==> src/rtl/fire_dispatcher.sv <==
// fire_dispatcher: drains the fire FIFO once per timestep and issues all-to-all synaptic updates
//  clk          rising-edge clock
//  asyn_reset_n asynchronous reset, active low
//  step_start   pulse that begins draining for this timestep (honoured in IDLE only)
//  fifo_empty   FIFO empty flag, sampled only in DRAIN
//  fifo_tag     head-of-FIFO source tag
//  fifo_deq     pop request, high only in DRAIN with a non-empty FIFO
//  upd_valid    update request valid (valid/ready handshake with upd_ready)
//  upd_ready    downstream accepts the update on an edge with valid & ready
//  upd_src      source neuron of the update
//  upd_tgt      target neuron of the update
//  upd_last     last update issued for the current source
//  busy         high in every state except IDLE
//  step_done    one-cycle pulse when the timestep dispatch is complete
//  spike_count  tags popped since the last step_start, saturating
module fire_dispatcher #(
  parameter int NUMNEURONS = 2,
  parameter int TAGBITS = 1,
  parameter bit SKIP_SELF = 1
) (
  input  logic               clk,
  input  logic               asyn_reset_n,
  input  logic               step_start,
  input  logic               fifo_empty,
  input  logic [TAGBITS-1:0] fifo_tag,
  output logic               fifo_deq,
  output logic               upd_valid,
  input  logic               upd_ready,
  output logic [TAGBITS-1:0] upd_src,
  output logic [TAGBITS-1:0] upd_tgt,
  output logic               upd_last,
  output logic               busy,
  output logic               step_done,
  output logic [TAGBITS:0]   spike_count
);
  typedef enum logic [1:0] {IDLE, DRAIN, SEND, DONE} state_t;
  localparam logic [TAGBITS-1:0] LAST = TAGBITS'(NUMNEURONS - 1);
  localparam logic [TAGBITS-1:0] PRE = TAGBITS'(NUMNEURONS - 2);
  // The "second to last" rule only makes sense when a second-to-last target exists.
  localparam bit PRE_OK = SKIP_SELF && (NUMNEURONS >= 2);
  state_t state;
  logic [TAGBITS-1:0] src, tgt;
  logic skip;
  assign skip = SKIP_SELF && (tgt == src);
  assign fifo_deq = (state == DRAIN) && !fifo_empty;
  assign upd_valid = (state == SEND) && !skip;
  assign upd_src = src;
  assign upd_tgt = tgt;
  // When the source is the final neuron and self-updates are skipped, the
  // second-to-last target is the final one actually issued.
  assign upd_last = (state == SEND) && ((tgt == LAST) || (PRE_OK && src == LAST && tgt == PRE));
  assign busy = state != IDLE;
  assign step_done = state == DONE;
  always_ff @(posedge clk or negedge asyn_reset_n) begin
    if (!asyn_reset_n) begin
      state <= IDLE;
      src <= '0;
      tgt <= '0;
      spike_count <= '0;
    end else begin
      case (state)
        IDLE: if (step_start) begin
          state <= DRAIN;
          spike_count <= '0;
        end
        DRAIN: if (fifo_empty) state <= DONE;
        else begin
          src <= fifo_tag;
          tgt <= '0;
          spike_count <= &spike_count ? spike_count : spike_count + 1'b1;
          state <= SEND;
        end
        // Skipped targets advance without a handshake; otherwise hold until accepted.
        SEND: if (skip || upd_ready) begin
          if (tgt == LAST) state <= DRAIN;
          else tgt <= tgt + 1'b1;
        end
        default: state <= IDLE;
      endcase
    end
  end
endmodule

==> config.mk <==
export PLATFORM = sky130hd
export DESIGN_NAME = fire_dispatcher
export DESIGN_NICKNAME = d
export VERILOG_FILES = /design/src/rtl/fire_dispatcher.sv
export SDC_FILE = /design/constraint.sdc
export NUM_CORES = 1
export LEC_CHECK = 0
export CORE_AREA = 2 2 39 41
export DETAILED_ROUTE_END_ITERATION = 10
export DIE_AREA = 0 0 41 43
export HOLD_SLACK_MARGIN = 0.03
export PLACE_DENSITY = 0.56
export SLEW_MARGIN = 0
export SYNTH_ARGS = -nofsm -noshare
export SYNTH_HDL_FRONTEND = slang
export SYNTH_SLANG_ARGS = --single-unit
export TNS_END_PERCENT = 50
==> constraint.sdc <==
create_clock -name clk -period 2.5 [get_ports clk]
set_input_delay 0.25 -clock clk [delete_from_list [all_inputs] [get_ports clk]]
set_output_delay 0.25 -clock clk [all_outputs]
set_load 0.02 [all_outputs]
==> results of run 1 <==
[power by group]
part	internal, mW	switching [mW]	total, mW
registers	0.138	0.0715	0.209
clock network	0.0544	0.0357	0.0900
logic	0.197	0.174	0.370
total	0.389	0.281	0.670
[cells by family after synthesis]
kind of cell | synth area share
compound gates | 0.246
simple gates | 0.189
buf+inv | 0.0698
flops | 0.399
fa+ha+maj | 0.0664
mux | 0.0299
[state kept, by name (all words and copies together) (netlist names)]
| name | flops |
|---|---|
| upd_tgt | 1 |
| state | 2 |
| upd_src | 1 |
| spike_count | 2 |
[cells in the final DEF (no fill, tap or decap), types with 2 or more instances in the layout]
| cell type | n |
|---|---|
| clkbuf_4 | 3 |
| inv_1 | 3 |
| ha_1 | 2 |
| o21ai_2 | 2 |
| o21ai_0 | 6 |
| dfrtp_1 | 6 |
| clkdlybuf4s50_1 | 14 |
[path summary, 6_finish.rpt]
kind | slack (ns) | startpoint | endpoint
setup / recovery | 0.50 | state[1]$_DFFE_PN0P_ | upd_last
hold / removal | 0.25 | asyn_reset_n | state[0]$_DFFE_PN0P_
setup reg to reg | 1.18 | spike_count[0]$_DFFE_PN0P_ | spike_count[0]$_DFFE_PN0P_
hold reg to reg | 0.56 | upd_src$_DFFE_PN0P_ | upd_src$_DFFE_PN0P_
max in group asynchronous | 2.03 | asyn_reset_n | upd_tgt$_DFFE_PN0P_
min in group clk | 0.56 | upd_src$_DFFE_PN0P_ | upd_src$_DFFE_PN0P_
[layout make-up]
class                   instances  area (µm²)  share of cell area
repair buffers                 14         140               0.256
well taps                      16        20.0              0.0365
clock buffers                   3        22.5              0.0411
flip-flops and latches          6         150               0.274
multi-input cells              27         200               0.365
inverters                       4        15.0              0.0274
[metal layers]
| layer | vias to the layer above | wire, µm |
|---|---|---|
| met4 | 0 | 0 |
| met5 | - | 0 |
| met1 | 161 | 359 |
| li1 | 167 | - |
| met3 | 0 | 22 |
| met2 | 6 | 455 |
==> impl_metrics.csv, run 1 <==
group,metric,value,unit
global_route,busiest_layer,"met2",
timing,relSlewSlack,0.765,
power,powerDensity,1220,mW/mm²
place,io_buffers,14,
synth,synth_top_area_frac,0.399,
timing,drv_slew,0,
routing,drtAntennaViolNets,0,
clock_network,cts_max_level,1,
setup_path,crit_buf_inv,1,
timing,fin_skew,0.00730,ns
clock_network,cts_tree,"built",
place,dp_slack,0.676,ns
timing,hold_ws,0.246,ns
routing,avgRoutedWirePerCell,12.0,µm
place,place_congestion,0.652,
global_route,use_met1,0.130,
routing,vias,334,
floorplanning,initial_core_util,0.272,
floorplanning,die_area,0.00176,mm²
routing,dr.first_iter.drc_count,2,
worst_hold_path,min_path_type,"in2async",
setup_path,crit_path_top_delay_cell,"clkdlybuf4s50_1",
timing,finalSetupViolations,0,
place,dp_hpwl,630,µm
setup_path,ff2ff_path_depth,4,
clock_network,ctsHoldBuffers,0,
clock_network,clk_pin_slew,0.05,ns
synth,syn_area,377,µm²
timing,period_needed,2.00,ns
clock_network,cts_buffer_depth,2,
setup_path,crit_arrival,1.75,ns
routing,routed_wl,837,µm
power,peakVddDrop,0.373,mV
setup_path,worstSetupPathType,"reg2out",
final_layout,final_util,0.396,
global_route,grtUsageMet2,0.181,
setup_path,path_cells,"or2b_1 -> nor2_1 -> clkdlybuf4s50_1",
timing,worst_slack,0.499,ns
routing,drtPass1Iterations,2,
timing,fmax,500,MHz
timing,fin_setup_tns,0,ns
place,dp_cells,67,
timing,fin_crit_sh,0.800,
floorplanning,core,0.00138,mm²
clock_network,numCtsBuffers,3,
global_route,grt_max_degree,14,
outcome,outcome,"finished clean",
clock_network,insertion_delay,0.25,ns
clock_network,cts_resized,0,
synth,ys_seq_elements,6,
synth,synth_cells,39,
global_route,grt_pass1_vias,318,
final_layout,nets,64,
global_route,track_usage,0.117,
floorplanning,die_y,43,µm
synth,syn_nets,47,
final_layout,fin_cells,70,
final_layout,fillCellCount,156,
setup_path,cp.depth,3,
setup_path,cp_top_family,"buffers and inverters",
synth,synth_top_cell_by_area,"dfrtp_1",
setup_path,cp.required,2.25,ns
synth,synth_area_leaders,"dfrtp_1 (40%), o21ai_0 (8.0%), ha_1 (6.6%)",
flow_run,drv_cap,0,
clock_network,clkSinkCount,6,
synth,synth_ff_type,"dfrtp_1",
floorplanning,die_w,41,µm
final_layout,syn2layout_area_growth,45.5,%
setup_path,critPathLaunchType,"register",
final_layout,drive_gt1_frac,0.204,
routing,route.detailed.drc,0,
power,power.leakage,0.240,nW
synth,yosys_warnings,0,
synth,ys_async_sr_fraction,1.00,
synth,ys_types,25,
timing,tightestPinTransition,0.353,ns
global_route,grt_pass1_wl,1350,µm
floorplanning,row_count,14,
power,power,670,µW
synth,synth_edf_count,0,
routing,routed_via_density,4.77,
final_layout,stdcell_area,548,µm²
global_route,overflow,0,
setup_path,cp_max_fo,13,
setup_path,endpoint_kind,"primary output",
final_layout,antenna_cells,0,
synth,synth-seq-area-share,0.399,
synth,ys_top_cells_by_count,"dfrtp_1 (6), o21ai_0 (6), inv_1 (3), ha_1 (2), o21ai_2 (2)",
clock_network,post_cts_buffers,0,
timing,hold_viol,0,
setup_path,critPathMaxStageDelay,0.60,ns
global_route,grt_antenna_before_repair,0,
place,placedInstanceArea,526,µm²
global_route,grt_use_met3,0.0314,
synth,synth_area_per_cell,9.66,µm²
clock_network,cts_root_buffer,"clkbuf_4",
floorplanning,io-pin-count,15,
timing,rsz0062_at_grt,"false",
Power figures use the tool's default switching activity.
==> run 2, diff against run 1 <==
--- a/config.mk
+++ b/config.mk
@@ -9,7 +9,7 @@
 export DETAILED_ROUTE_END_ITERATION = 10
 export DIE_AREA = 0 0 41 43
 export HOLD_SLACK_MARGIN = 0.03
-export PLACE_DENSITY = 0.56
+export PLACE_DENSITY = 0.58
 export SLEW_MARGIN = 0
 export SYNTH_ARGS = -nofsm -noshare
 export SYNTH_HDL_FRONTEND = slang
==> constraint.sdc (replaced) <==
create_clock -name clk -period 1.61 [get_ports clk]
set_input_delay 0.161 -clock clk [delete_from_list [all_inputs] [get_ports clk]]
set_output_delay 0.161 -clock clk [all_outputs]
set_load 0.02 [all_outputs]
==> run 2 against run 1 <==
  * Clock skew fell by 0.0037 ns
  * Cell count increased by 7.1%
  * Combinational power is 80% higher
  * Count of clock-buffer cells in the layout is the same
  * Total power grew 62%
  * Design area grew 5.0%
  * Non-clock buffer count grew 5
  * Setup slack worse by 0.43 ns
  * Sequential share of layout area down 1.3 points
  * Flip-flop and latch count unchanged
  * Clock power increased by 52%
  * Critical path type unchanged
  * Critical endpoint is now busy
  * Largest cell class unchanged
  * Largest power group unchanged
==> impl_metrics.csv, run 2 (synthesis gave the netlist of run 1 again) <==
group,metric,value,unit
place,dp_hpwl,661,µm
clock_network,cts_max_level,1,
clock_network,clk_pin_slew,0.05,ns
setup_path,cp_max_fo,5,
setup_path,regToRegSetupSlack,0.18,ns
setup_path,cp_top_family,"buffers and inverters",
timing,relSlewSlack,0.809,
clock_network,cts_buffer_depth,2,
floorplanning,core,0.00138,mm²
timing,drv_slew,0,
setup_path,r2r-start,"state[1]$_DFFE_PN0P_",
global_route,track_usage,0.116,
final_layout,top_regs,"spike_count x2, state x2",
routing,route.detailed.drc,0,
setup_path,startpoint,"state[1]$_DFFE_PN0P_",
global_route,grt_antenna_before_repair,0,
place,dp_cells,72,
final_layout,seq_area,150,µm²
clock_network,clkSinkCount,6,
power,power.leakage,0.278,nW
routing,drtPass1Iterations,4,
setup_path,worstSetupPathType,"reg2out",
floorplanning,die_y,43,µm
power,powerDensity,1880,mW/mm²
timing,fmax,648,MHz
routing,avgRoutedWirePerCell,11.1,µm
setup_path,critPathMaxStageDelay,0.41,ns
final_layout,syn2layout_area_growth,52.8,%
floorplanning,io-pin-count,15,
setup_path,critPathLaunchType,"register",
setup_path,crit_buf_inv,2,
timing,rsz0062_at_grt,"false",
setup_path,rr_endpoint,"spike_count[1]$_DFFE_PN0P_",
global_route,grt_pass1_vias,316,
place,place_congestion,0.722,
timing,hold_viol,0,
setup_path,crit_path_top_delay_cell,"dfrtp_1",
timing,tightestPinTransition,0.285,ns
setup_path,path_cells,"buf_4 -> or2_2 -> dlygate4sd2_1",
place,placedInstanceArea,563,µm²
timing,finalSetupViolations,0,
place,io_buffers,14,
final_layout,antenna_cells,0,
floorplanning,die_w,41,µm
clock_network,cts_tree,"built",
routing,vias,348,
final_layout,multi_input_area,200,µm²
clock_network,post_cts_buffers,0,
routing,routed_wl,833,µm
clock_network,cts_root_buffer,"clkbuf_4",
final_layout,final_common_cell,"clkdlybuf4s50_1",
final_layout,mostFrequentLayoutCells,"clkdlybuf4s50_1 (9), o21ai_0 (6), dfrtp_1 (6), buf_4 (5), dlygate4sd2_1 (4)",
final_layout,fin_cells,75,
setup_path,crit_arrival,1.38,ns
worst_hold_path,min_path_type,"in2async",
final_layout,nets,69,
setup_path,ff2ff_path_depth,5,
timing,period_needed,1.54,ns
global_route,grt_max_degree,8,
global_route,grt_pass1_wl,1320,µm
floorplanning,initial_core_util,0.272,
timing,fin_crit_sh,0.959,
final_layout,fillCellCount,142,
routing,dr.first_iter.drc_count,4,
clock_network,insertion_delay,0.24,ns
setup_path,cp.required,1.45,ns
floorplanning,row_count,14,
setup_path,endpoint_kind,"primary output",
floorplanning,die_area,0.00176,mm²
flow_run,drv_cap,0,
global_route,overflow,0,
routing,drtAntennaViolNets,0,
outcome,outcome,"finished clean",
timing,fin_skew,0.00363,ns
clock_network,numCtsBuffers,3,
clock_network,ctsHoldBuffers,0,
routing,routed_via_density,4.64,
power,peakVddDrop,0.537,mV
final_layout,stdcell_area,576,µm²
final_layout,drive_gt1_frac,0.288,
## run 2: changes by cell type in the layout (fill, tap and decap cells not counted), sizes merged
cell | previous run | this run
clkbuf | 3 | 4
buf | 0 | 5
dlygate4sd2 | 0 | 4
clkdlybuf4s50 | 14 | 9
## run 2: power by group
| group | switching, mW | internal (mW) | leakage, nW |
|---|---|---|---|
| logic | 0.330 | 0.336 | 0.191 |
| registers | 0.0643 | 0.215 | 0.0733 |
| clock network | 0.0527 | 0.0842 | 0.0138 |
## run 2: stage by stage
stage	hold WS (ns)	setup slack, ns	power, mW	util	TNS [ns]
2_1_floorplan	-0.135	0.246	0.680	-	0
3_3_place_gp	0.438	-0.0296	0.989	0.407	-0.0296
3_5_place_dp	0.434	-0.0339	0.997	0.407	-0.0339
4_1_cts	0.164	0.00225	1.11	0.419	0
5_1_grt	0.198	0.0104	1.17	0.416	0
6_report	0.163	0.0660	1.08	0.416	0
## run 2: metal layers
metal | global-route usage | wire, µm | part of all wire | vias up
met2 | 0.156 | 416 | 0.50 | 8
met3 | 0.0157 | 33 | 0.040 | 0
met1 | 0.143 | 384 | 0.46 | 164
li1 | - | - | - | 176
met4 | 0.120 | 0 | 0 | 0
met5 | 0 | 0 | 0 | -
## run 2: timing repair
item / in CTS / in global routing
resized for setup: 5 / 2
endpoints found under the hold margin: 0 / 0
endpoints found under the setup margin: 5 / 1
## run 2: worst reg2reg max path, stage by stage, from the launching register on
cell and delay (ns):
dfrtp_1 0.41, buf_4 0.16, buf_4 0.15, or3_4 0.40, o21ai_2 0.11, a22o_1 0.14
## run 2: worst max path at each step
stage	depth (start not counted)	end	slack, ns
2_1_floorplan	4	spike_count[0]$_DFFE_PN0P_	0.25
5_1_grt	3	busy	0.01
3_5_place_dp	3	fifo_deq	-0.03
4_1_cts	4	upd_valid	0.002
3_3_place_gp	3	fifo_deq	-0.03
6_report	3	busy	0.07
## run 2: cell type report
cell class | instances | area share
multi-input combinational | 27 | 0.348
timing repair buffer | 19 | 0.291
sequential | 6 | 0.261
clock buffer | 3 | 0.0391
tap | 16 | 0.0348
inverter | 4 | 0.0261
